<file path="config.mk">
export PLATFORM = sky130hd
export DESIGN_NAME = executa_move_asteroides
export DESIGN_NICKNAME = d
export VERILOG_FILES = /design/src/rtl/executa_move_asteroides_pkg.sv /design/src/rtl/executa_move_asteroides_calcula_passo_asteroide.sv /design/src/rtl/executa_move_asteroides.sv
export SDC_FILE = /design/constraint.sdc
export NUM_CORES = 1
export LEC_CHECK = 0
export ABC_AREA = 1
export CORE_MARGIN = 4
export CORE_UTILIZATION = 50
export CTS_CLUSTER_SIZE = 28
export DETAILED_ROUTE_END_ITERATION = 8
export GPL_TIMING_DRIVEN = 0
export PLACE_DENSITY = 0.86
export SLEW_MARGIN = 5
export SYNTH_ARGS = -nofsm -noshare
export SYNTH_HDL_FRONTEND = slang
export SYNTH_SLANG_ARGS = --single-unit
</file>
<file path="constraint.sdc">
create_clock -name clock -period 2 [get_ports clock]
set_clock_uncertainty 0.1 [all_clocks]
set_input_delay 0.4 -clock clock [delete_from_list [all_inputs] [get_ports clock]]
set_output_delay 0.4 -clock clock [all_outputs]
set_load 0.03 [all_outputs]
</file>
<file path="src/rtl/executa_move_asteroides_pkg.sv">
// rtl/executa_move_asteroides_pkg.sv - shared state codes, opcodes and step vectors for the asteroid mover
package executa_move_asteroides_pkg;

   localparam int N_ASTEROIDES_PADRAO = 16;
   localparam int COORD_W_PADRAO      = 4;

   typedef enum logic [2:0] {
      OCIOSO  = 3'd0,
      LE      = 3'd1,
      ESPERA  = 3'd2,
      CALCULA = 3'd3,
      ESCREVE = 3'd4,
      FIM     = 3'd5
   } estado_t;

   typedef enum logic [2:0] {
      OP_N  = 3'd0,
      OP_NE = 3'd1,
      OP_L  = 3'd2,
      OP_SE = 3'd3,
      OP_S  = 3'd4,
      OP_SO = 3'd5,
      OP_O  = 3'd6,
      OP_NO = 3'd7
   } opcode_t;

   // Step per axis: 00 = stay, 01 = +1, 11 = -1 (y grows downward)
   localparam logic [1:0] PASSO_ZERO = 2'b00;
   localparam logic [1:0] PASSO_POS  = 2'b01;
   localparam logic [1:0] PASSO_NEG  = 2'b11;

   typedef struct packed {
      logic [1:0] dx;
      logic [1:0] dy;
   } passo_t;

   function automatic passo_t passo_de(input logic [2:0] opcode);
      passo_t p;
      case (opcode_t'(opcode))
         OP_N:    p = '{dx: PASSO_ZERO, dy: PASSO_NEG};
         OP_NE:   p = '{dx: PASSO_POS,  dy: PASSO_NEG};
         OP_L:    p = '{dx: PASSO_POS,  dy: PASSO_ZERO};
         OP_SE:   p = '{dx: PASSO_POS,  dy: PASSO_POS};
         OP_S:    p = '{dx: PASSO_ZERO, dy: PASSO_POS};
         OP_SO:   p = '{dx: PASSO_NEG,  dy: PASSO_POS};
         OP_O:    p = '{dx: PASSO_NEG,  dy: PASSO_ZERO};
         default: p = '{dx: PASSO_NEG,  dy: PASSO_NEG};
      endcase
      return p;
   endfunction

endpackage

</file>
<file path="src/rtl/executa_move_asteroides_calcula_passo_asteroide.sv">
// rtl/executa_move_asteroides_calcula_passo_asteroide.sv - one-cell move of an object, dropping it at the field border
module calcula_passo_asteroide
   import executa_move_asteroides_pkg::*;
#(
   parameter int COORD_W = COORD_W_PADRAO
) (
   input  logic [COORD_W-1:0] x,
   input  logic [COORD_W-1:0] y,
   input  logic [2:0]         opcode,
   input  logic               loaded,
   output logic [COORD_W-1:0] new_x,
   output logic [COORD_W-1:0] new_y,
   output logic               new_loaded
);

   localparam logic [COORD_W-1:0] MAXIMO = '1;
   localparam logic [COORD_W-1:0] UM     = COORD_W'(1);

   passo_t passo;
   logic   borda;

   assign passo = passo_de(opcode);

   always_comb begin
      borda = ((passo.dx == PASSO_NEG) && (x == '0))     ||
              ((passo.dx == PASSO_POS) && (x == MAXIMO)) ||
              ((passo.dy == PASSO_NEG) && (y == '0))     ||
              ((passo.dy == PASSO_POS) && (y == MAXIMO));
      new_x      = x;
      new_y      = y;
      new_loaded = loaded & ~borda;
      // Leaving the field keeps the old coordinates; only the loaded flag drops
      if (!borda) begin
         if (passo.dx == PASSO_POS)      new_x = x + UM;
         else if (passo.dx == PASSO_NEG) new_x = x - UM;
         if (passo.dy == PASSO_POS)      new_y = y + UM;
         else if (passo.dy == PASSO_NEG) new_y = y - UM;
      end
   end

endmodule

</file>
<file path="src/rtl/executa_move_asteroides.sv">
// rtl/executa_move_asteroides.sv - walks the asteroid table on start, moves each loaded entry, signals done
module executa_move_asteroides
   import executa_move_asteroides_pkg::*;
#(
   parameter int N_ASTEROIDES = N_ASTEROIDES_PADRAO,
   parameter int ADDR_W       = 4,
   parameter int COORD_W      = COORD_W_PADRAO
) (
   input  logic               clock,
   input  logic               reset,
   input  logic               inicia_move_asteroides,
   output logic [ADDR_W-1:0]  mem_addr,
   input  logic [COORD_W-1:0] mem_rd_x,
   input  logic [COORD_W-1:0] mem_rd_y,
   input  logic [2:0]         mem_rd_opcode,
   input  logic               mem_rd_loaded,
   output logic               mem_we,
   output logic [COORD_W-1:0] mem_wr_x,
   output logic [COORD_W-1:0] mem_wr_y,
   output logic               mem_wr_loaded,
   output logic               movimentacao_concluida_asteroides,
   output logic               ocupado,
   output logic [2:0]         db_estado_move_asteroides
);

   localparam logic [ADDR_W-1:0] ULTIMO = ADDR_W'(N_ASTEROIDES - 1);

   estado_t            estado, proximo;
   logic [ADDR_W-1:0]  contador;
   logic               escrita_pendente;
   logic [COORD_W-1:0] novo_x, novo_y;
   logic               novo_loaded;

   calcula_passo_asteroide #(.COORD_W(COORD_W)) u_passo (
      .x          (mem_rd_x),
      .y          (mem_rd_y),
      .opcode     (mem_rd_opcode),
      .loaded     (mem_rd_loaded),
      .new_x      (novo_x),
      .new_y      (novo_y),
      .new_loaded (novo_loaded)
   );

   always_ff @(posedge clock or negedge reset) begin
      if (!reset) estado <= OCIOSO;
      else        estado <= proximo;
   end

   always_comb begin
      proximo = estado;
      case (estado)
         OCIOSO:  if (inicia_move_asteroides) proximo = LE;
         LE:      proximo = ESPERA;
         ESPERA:  proximo = CALCULA;
         CALCULA: proximo = ESCREVE;
         ESCREVE: proximo = (contador == ULTIMO) ? FIM : LE;
         FIM:     if (!inicia_move_asteroides) proximo = OCIOSO;
         default: proximo = OCIOSO;
      endcase
   end

   always_ff @(posedge clock or negedge reset) begin
      if (!reset) begin
         contador <= '0;
      end else if (estado == OCIOSO) begin
         contador <= '0;
      end else if ((estado == ESCREVE) && (contador != ULTIMO)) begin
         contador <= contador + ADDR_W'(1);
      end
   end

   // The write strobe follows the entry's original loaded flag, so unloaded slots are never touched
   always_ff @(posedge clock or negedge reset) begin
      if (!reset) begin
         mem_wr_x         <= '0;
         mem_wr_y         <= '0;
         mem_wr_loaded    <= 1'b0;
         escrita_pendente <= 1'b0;
      end else if (estado == CALCULA) begin
         mem_wr_x         <= novo_x;
         mem_wr_y         <= novo_y;
         mem_wr_loaded    <= novo_loaded;
         escrita_pendente <= mem_rd_loaded;
      end
   end

   assign mem_addr                          = contador;
   assign mem_we                            = (estado == ESCREVE) && escrita_pendente;
   assign movimentacao_concluida_asteroides = (estado == FIM);
   assign ocupado                           = (estado != OCIOSO);
   assign db_estado_move_asteroides         = estado;

endmodule

</file>
# Yosys cells after proc, flatten, opt, wreduce, memory -nomap -nowiden

Index checks and enable logic that the tools add are counted.

Memories kept: 0
Word-level logic and storage cells: 63
Input bits: 15
Bits in read-only memories: 0
Bits in latches: 0
Register bits: 17
Output and inout port bits: 19
Bits in writable memories: 0

Equal/unequal tests: 21
Reductions and logical operators: 16
Order comparisons: 0
$add $sub $neg: 5
Shifts and indexed selects: 0
$mul: 0
Divide/modulo/power cells: 0
Bitwise gates (word level): 2
Muxes and demuxes: 13

Operators with widths:

| operator                                             | number |
|---|---|
| 2-to-1 mux 4 bit                                     | 8 |
| one-hot mux 4 bit (7 select lines)                   | 1 |
| one-hot mux 3 bit (6 select lines)                   | 1 |
| equality test 3 bit (second input constant)          | 5 |
| adder 4 x 1 -> 4 bit (second input constant)         | 3 |
| equality test 3 x 2 -> 1 bit (second input constant) | 4 |
| equality test 4 bit (second input constant)          | 3 |
| 2-to-1 mux 3 bit                                     | 3 |
| zero test 4 bit                                      | 2 |
| subtractor 4 x 1 -> 4 bit (second input constant)    | 2 |
| equality test 3 x 1 -> 1 bit (second input constant) | 2 |
| logical AND 1 bit                                    | 6 |
| zero test 3 bit                                      | 2 |
| equality test 2 x 1 -> 1 bit (second input constant) | 2 |
| equality test 2 bit (second input constant)          | 2 |
| inequality test 2 bit (second input constant)        | 2 |
| inequality test 4 bit (second input constant)        | 1 |
| logical OR 1 bit                                     | 3 |
| nonzero test 3 bit                                   | 1 |
| AND reduction 2 bit                                  | 1 |
| nonzero test 2 bit                                   | 1 |
| bitwise AND 1 bit                                    | 1 |
| NOT 1 bit                                            | 1 |

# Depth between registers and ports, before layout

Gate-level depths: netlist of run 1.

Depth in word-level cells: 9
Depth in mapped cells: 12
Depth with buffers taken out: 12

# Hierarchy

A second synthesis of run 1 with hierarchy kept.

Cell total of the unflattened synthesis: 219
Area, all modules: 1,448.9 sq um

By module, submodules not included:

| module                  | cells each | seq. area each (sq um) | area an instance (sq um) | times used |
|---|---|---|---|---|
| executa_move_asteroides | 96         | 425.4                  | 794.5                    | 1 |
| calcula_passo_asteroide | 123        | 0.0                    | 654.4                    | 1 |

# Least setup slack after synthesis of run 1

No wires, ideal clock.

Path kind: register to register
From: register estado[2], in the netlist db_estado_move_asteroides[2]
To: register estado[0], in the netlist db_estado_move_asteroides[0]
Data arrival time: 1.732 ns
Buffers on the path: 0
Path slack: 0.104 ns
Stages on the path, launching flop included: 7
Setup time: 0.064 ns
Clock period less this slack: 1.896 ns
Data required time: 1.836 ns
Cell sequence: dfrtp_1 inv_1 nor3_1 nand2_1 nand2_1 o21ai_0 inv_1

Word-level cells in the longest chain between the ends: 3
Elaborated cells on any way between the ends: 10
Classes of those cells: 7 x eq/ne; 1 x mux; 2 x reduce/logical

RTL lines:

| what                                   | RTL line                      | RTL |
|---|---|---|
| from (decl)                            | executa_move_asteroides.sv:28 | `estado_t estado, proximo;` |
| from (signal assigned)                 | executa_move_asteroides.sv:46 | `else estado <= proximo;` |
| equality test 3 bit (*)                | --                            |  |
| via movimentacao_concluida_asteroides  | executa_move_asteroides.sv:21 | `output logic movimentacao_concluida_asteroides,` |
| inequality test 2 bit (no source line) | --                            |  |
| AND reduction 2 bit (no source line)   | --                            |  |

Mark *: on every way through the listed nets, which the timed path passes. The rest lies on a longest branch.
A chain may end at the register's enable or synchronous reset.

# Worst setup path after layout of run 1

From: register contador[2], in the netlist mem_addr[2]
To: output port mem_addr[2]

RTL lines:

| what                   | RTL line                      | RTL |
|---|---|---|
| from (decl)            | executa_move_asteroides.sv:29 | `logic [ADDR_W-1:0] contador;` |
| from (signal assigned) | executa_move_asteroides.sv:68 | `contador <= contador + ADDR_W'(1);` |
| to (decl)              | executa_move_asteroides.sv:12 | `output logic [ADDR_W-1:0] mem_addr,` |

No word-level cell between the ends.

==> run metrics, run 1 <==
crit path kind=reg2out; synth warn=0; Post-Layout Cell Count=262; Initial Utilization=52.5%; f_max=522 MHz; gp weighted congestion=0.820; worst hold margin=384 ps; Synth Instances=197; core footprint=0.00250 mm²; Antenna Nets Post-Route=0; CTS sink cnt=17; DP Wirelength=2.21 mm; drt drc=0; max cap viols=0; Slew headroom=49.7%; GRT overflow=0; placed insts=258; Final setup viols=0; Nets=255; Setup TNS=0 ps; Distinct cells, synth=25; Clock Latency Late Sink=290 ps; GRT busiest layer=met2; diode count=0; Final Hold Viols=0; CTS buffer count=3; ranking of synthesized cells by area=dfrtp_1, nand2_1, nand3_1; Post-Syn Nets=219; worst hold path class=reg2reg; sequential area share after synthesis=32.4%; PwrDens=1110 mW/mm²; Post-CTS Setup Bufs=0; worst slack at placement=-261 ps; Slowest Stage Delay on Critical Path=700 ps; Layout Area Growth over Synthesis=28.7%; CP max-delay cell=clkdlybuf4s50_1; WP buf/inv=1; initial antenna violation count=0; Post-synth ARST share=100%; met1 Usage GRT=23.2%; Synth area leader=dfrtp_1; Synth top area share=32.4%; die area=0.00351 mm²; Clock Tree Buf Depth=2; H-tree depth=1; crit-path max FO=5; Clock transition at path regs=90 ps; crit path cell chain=clkdlybuf4s50_1; minimum clock period=1910 ps; Crit path max-delay family=buffers and inverters; Avg Cell Area, Syn=6.66 µm²; CP Launch Type=flip-flop; maximum vdd drop=0.000968 V; synthesis-stage register bit count=17; Tcrit/Tclk final=95.7%; Final Util=67.5%; Pleak=0.921 nW; DRT Pass-1 Iters=4; vias in the first global route=1113; initial DRC count=38; DR WL/cell=10.6 µm; Critical Path AT=1410 ps; Max Slew Vio Count=0; Worst-Margin Slew=752 ps; global routing met2 resource utilization=26.8%; Post-synth EDFFs=0; outcome=finished, final reports clean; most frequent cells in the layout=nand2_1, clkdlybuf4s50_1, inv_1; setup ws final=85.5 ps; most common cell after layout, fill and taps aside=nand2_1; WP data required=1500 ps; vias per inst=4.87; Die X=59.2 µm; met3 Use GR=4.58%; Final Routed Wirelength=2.78 mm; largest net degree at the start of global routing=18; CTS tree=done; RSZ-0062 raised after global routing=false; layout cells sized above 1=9.05%; io pins=34; filler instances=229; I/O Buffers=31; mapped cell area=0.00131 mm²; GRT Util Overall=16.9%; crit end category=output port; floorplan row count=18; CTS Root Cell=clkbuf_4; Chip Height=59.2 µm; Synth Flop Type=dfrtp_1; number of vias in the routed layout=1276; first-pass GRT wire length=4.63 mm
[cells in the mapped netlist, drive strengths merged, types with 2 or more instances]
cell   number
inv        25
dfrtp      17
nand2      75
buf         4
nand3      19
nor2       19
nor3        4
ha          7
xor2        6
nand4       2
o21ai      12
[path summary, 6_finish.rpt]
kind | startpoint | endpoint | slack [ps] | cells past startpoint
worst min register to register | mem_wr_x[2] | mem_wr_x[2] | 380 | 2
min in group asynchronous | reset | mem_wr_loaded | 450 | 1
worst max-delay path | mem_addr[2] | mem_addr[2] | 90 | 1
worst max register to register | mem_addr[0] | mem_addr[3] | 500 | 5
worst min-delay path | mem_wr_x[2] | mem_wr_x[2] | 380 | 2
max in group asynchronous | reset | db_estado_move_asteroides[0] | 880 | 1
[sequential cells by signal (all words and copies together) (netlist names)]
signal and flops:
db_estado_move_asteroides 3, escrita_pendente 1, mem_addr 4, mem_wr_loaded 1, mem_wr_x 4, mem_wr_y 4
[area by class of cell]
| class | count | area (µm²) | area share (%) |
|---|---|---|---|
| Clock buffer | 4 | 26.3 | 1.56 |
| Tap cell | 30 | 37.5 | 2.22 |
| Multi-Input combinational cell | 150 | 772 | 45.7 |
| Timing Repair Buffer | 31 | 300 | 17.8 |
| Inverter | 26 | 97.6 | 5.78 |
| Sequential cell | 17 | 425 | 25.2 |
| Buffer | 4 | 28.8 | 1.70 |
[through the flow]
stage | total power, mW | cell area [µm²]
after floorplan | 1.28 | 1310
after global routing | 2.01 | 1690
after detailed placement | 1.71 | 1660
after CTS | 1.89 | 1680
final | 1.87 | 1690
after global placement | 1.70 | 1660
[metal layers]
layer	share of wire (%)	wire, µm	up-vias
li1	-	-	687
met1	49	1360	558
met2	47	1300	28
met3	4.0	110	3
met4	0.36	10	0
met5	0	0	-
[repair_timing]
item,in CTS,in global routing
setup endpoints to repair,3,9
gates resized for setup,5,12
hold buffers,0,0
[power by group]
| group | total (mW) | leakage (nW) | internal, mW | switching (mW) |
|---|---|---|---|---|
| registers | 0.586 | 0.217 | 0.490 | 0.0961 |
| clock network | 0.182 | 0.0150 | 0.0776 | 0.105 |
| logic | 1.11 | 0.690 | 0.421 | 0.684 |
| total | 1.87 | 0.921 | 0.988 | 0.885 |
[logic make-up after synthesis]
group / after synthesis / synth area share [%]
xor gates and xnor gates: 6 / 4.01
AOI/OAI and AO/OA: 14 / 5.63
buffers and inverters: 30 / 9.64
and+or+nand+nor: 123 / 41.6
DFF: 17 / 32.4
adders and majority gates: 7 / 6.68
Power figures use the tool's default switching activity.
==> inputs of run 2 (changes only) <==
--- a/config.mk
+++ b/config.mk
@@ -5,13 +5,12 @@
 export SDC_FILE = /design/constraint.sdc
 export NUM_CORES = 1
 export LEC_CHECK = 0
-export ABC_AREA = 1
 export CORE_MARGIN = 4
 export CORE_UTILIZATION = 50
 export CTS_CLUSTER_SIZE = 28
 export DETAILED_ROUTE_END_ITERATION = 8
 export GPL_TIMING_DRIVEN = 0
-export PLACE_DENSITY = 0.86
+export PLACE_DENSITY = 0.92
 export SLEW_MARGIN = 5
 export SYNTH_ARGS = -nofsm -noshare
 export SYNTH_HDL_FRONTEND = slang
==> run 2 against run 1 <==
  * Critical path depth rose by 4
  * Register-to-register slack got worse by 150 ps
  * Setup slack got worse by 6.7 ps
  * Final area fell by 1.1%
  * Global-route usage rose by 2.1 points
  * Synthesized cell count fell by 28%
  * Worst hold slack improved by 7.9 ps
==> run metrics, run 2 <==
synthesis-stage register bit count=17; Clock transition at path regs=100 ps; mapped cell area=0.00123 mm²; Slowest Stage Delay on Critical Path=380 ps; Chip Height=57.6 µm; Synth area leader=dfrtp_1; crit path cell chain=buf_2 -> nand2b_4 -> nor2_4 -> and2_1 -> clkbuf_4; Hold Path Stages=2; CTS sink cnt=17; f_max=521 MHz; Nets=207; worst hold margin=391 ps; Distinct cells, synth=45; worst hold path class=reg2reg; Post-synth ARST share=100%; Tcrit/Tclk final=96.1%; ranking of synthesized cells by area=dfrtp_1, ha_1, nand2_1; CTS tree=done; HP Start=escrita_pendente; initial antenna violation count=0; maximum vdd drop=0.00100 V; largest net degree at the start of global routing=18; Critical Path AT=1420 ps; io pins=34; WP buf/inv=2; synth warn=0; CP max-delay cell=dfrtp_1; H-tree depth=1; met1 Usage GRT=22.3%; sw frac=46.5%; crit-path max FO=7; DRT Pass-1 Iters=4; Pleak=0.749 nW; GRT overflow=0; combinational share of power=60.2%; drt drc=0; DR WL/cell=14.1 µm; die area=0.00331 mm²; first-pass GRT wire length=5.06 mm; Initial Utilization=54.0%; most common cell after layout, fill and taps aside=clkdlybuf4s50_1; Synth Instances=141; Critical R2R Capture=mem_addr[3]; Crit. Startpoint=db_estado_move_asteroides[1]; Worst-Margin Slew=723 ps; diode count=0; Max Slew Vio Count=0; minimum clock period=1920 ps; core footprint=0.00228 mm²; layout cells sized above 1=15.8%; met3 Use GR=5.43%; DP Wirelength=2.29 mm; global routing met2 resource utilization=34.2%; Post-synth EDFFs=0; Layout Area Growth over Synthesis=35.8%; Clk pwr share=9.3%; Sequential Power Share=30.5%; CTS Root Cell=clkbuf_4; Hold Path Sink=escrita_pendente; Clock Latency Late Sink=290 ps; cts hold-fix bufs=0; Final Routed Wirelength=2.99 mm; CTS buffer count=3; Die X=57.6 µm; worst reg2reg path startpoint=mem_addr[0]; GRT busiest layer=met2; Final Hold Viols=0; sequential area share after synthesis=34.6%; Synth Flop Type=dfrtp_1; max cap viols=0; Synth top area share=34.6%; floorplan row count=17; worst slack at placement=-613 ps; vias per inst=5.67; Reg2Reg Depth=5; internal power=1.04 mW; WP data required=1500 ps; number of vias in the routed layout=1203; setup ws final=78.8 ps; gp weighted congestion=0.872; vias in the first global route=1164; CP Launch Type=flip-flop; Clock Tree Buf Depth=2; crit end category=output port; outcome=finished, final reports clean; Final setup viols=0; switching power=902 µW; Post-Syn Nets=163; reg2reg setup slack=350 ps; PwrDens=1160 mW/mm²; Antenna Nets Post-Route=0; Avg Cell Area, Syn=8.71 µm²; initial DRC count=26; crit path kind=reg2out; I/O Buffers=33; Slew headroom=51.6%; most frequent cells in the layout=clkdlybuf4s50_1, nand2_1, dfrtp_1; total power=1.94 mW; GRT Util Overall=19.1%; Crit path max-delay family=simple AND/OR/NAND/NOR gates; Post-synth top cells=dfrtp_1, nand2_1, nand3_1, nor2_1
==> run 2: cell types whose count changed in the layout (fill, tap and decap cells not counted), moves of 4 or more <==
cell	previous run	this run
nand3_1	19	10
clkdlybuf4s50_1	26	21
dlygate4sd2_1	0	6
nand2_1	74	17
buf_4	1	6
mux2i_1	0	6
inv_1	22	3
nor2_1	13	9
a21oi_1	1	6
==> run 2: worst min-delay path: stages (launching register included) <==
cell     delay, ps
dfrtp_1        360
nand2_1         50
nand2_1         60
==> run 2: layer usage <==
layer  up-vias  share of wire, %
met2        38                51
met1       563                42
met5         -                 0
met3         4               6.5
li1        598                 -
met4         0              0.54
==> run 2: power by group through the flow <==
stage	registers [mW]	logic [mW]	clock network, mW
5_1_grt	0.614	1.27	0.206
6_report	0.593	1.17	0.181
3_5_place_dp	0.593	1.15	0
3_3_place_gp	0.588	1.12	0
4_1_cts	0.595	1.14	0.182
2_1_floorplan	0.843	0.443	0
==> run 2: repair_timing <==
item                                    CTS  global route
resized for setup                        29            14
pin swaps                                 1             3
endpoints found under the setup margin   12             9
gates cloned                              0             0
setup buffers                             6             0
==> run 2: cell families (layout without fill, tap and decap cells) <==
kind of cell	after synthesis	in the layout	synth area share [%]
DFF	17	17	34.6
muxes	6	6	4.89
xor gates and xnor gates	6	6	4.28
buffers and inverters	10	53	3.16
adders and majority gates	7	7	7.13
AOI/OAI and AO/OA	33	33	18.7
and+or+nand+nor	62	62	27.2
==> run 2: area by class of cell <==
| type | count | area, µm² |
|---|---|---|
| buffer | 5 | 23.8 |
| clock buffer | 3 | 22.5 |
| clock inverter | 1 | 5.00 |
| fill | 190 | 607 |
| inverter | 5 | 18.8 |
| multi-input combinational | 114 | 793 |
| sequential | 17 | 425 |
| tap | 28 | 35.0 |
| timing repair buffer | 39 | 345 |
==> run 2: how the worst max path moves through the flow <==
stage                                        end  slack, ps  depth (start not counted)
5_1_grt                                   mem_we        -20                          5
3_5_place_dp                         mem_wr_x[1]       -610                          8
2_1_floorplan                        mem_wr_x[2]         50                          7
6_report                                  mem_we         80                          5
3_3_place_gp                         mem_wr_x[1]       -550                          8
4_1_cts        movimentacao_concluida_asteroides          9                          4
==> run 2: per-stage QoR <==
step	TNS, ps	std cells	utilization, %	area (µm²)
6_report	0	212	73.3	1670
5_1_grt	-19.5	212	73.3	1670
4_1_cts	0	212	73.1	1660
3_5_place_dp	-5000	202	70.0	1590
3_3_place_gp	-4520	202	70.0	1590
2_1_floorplan	0	141	-	1230
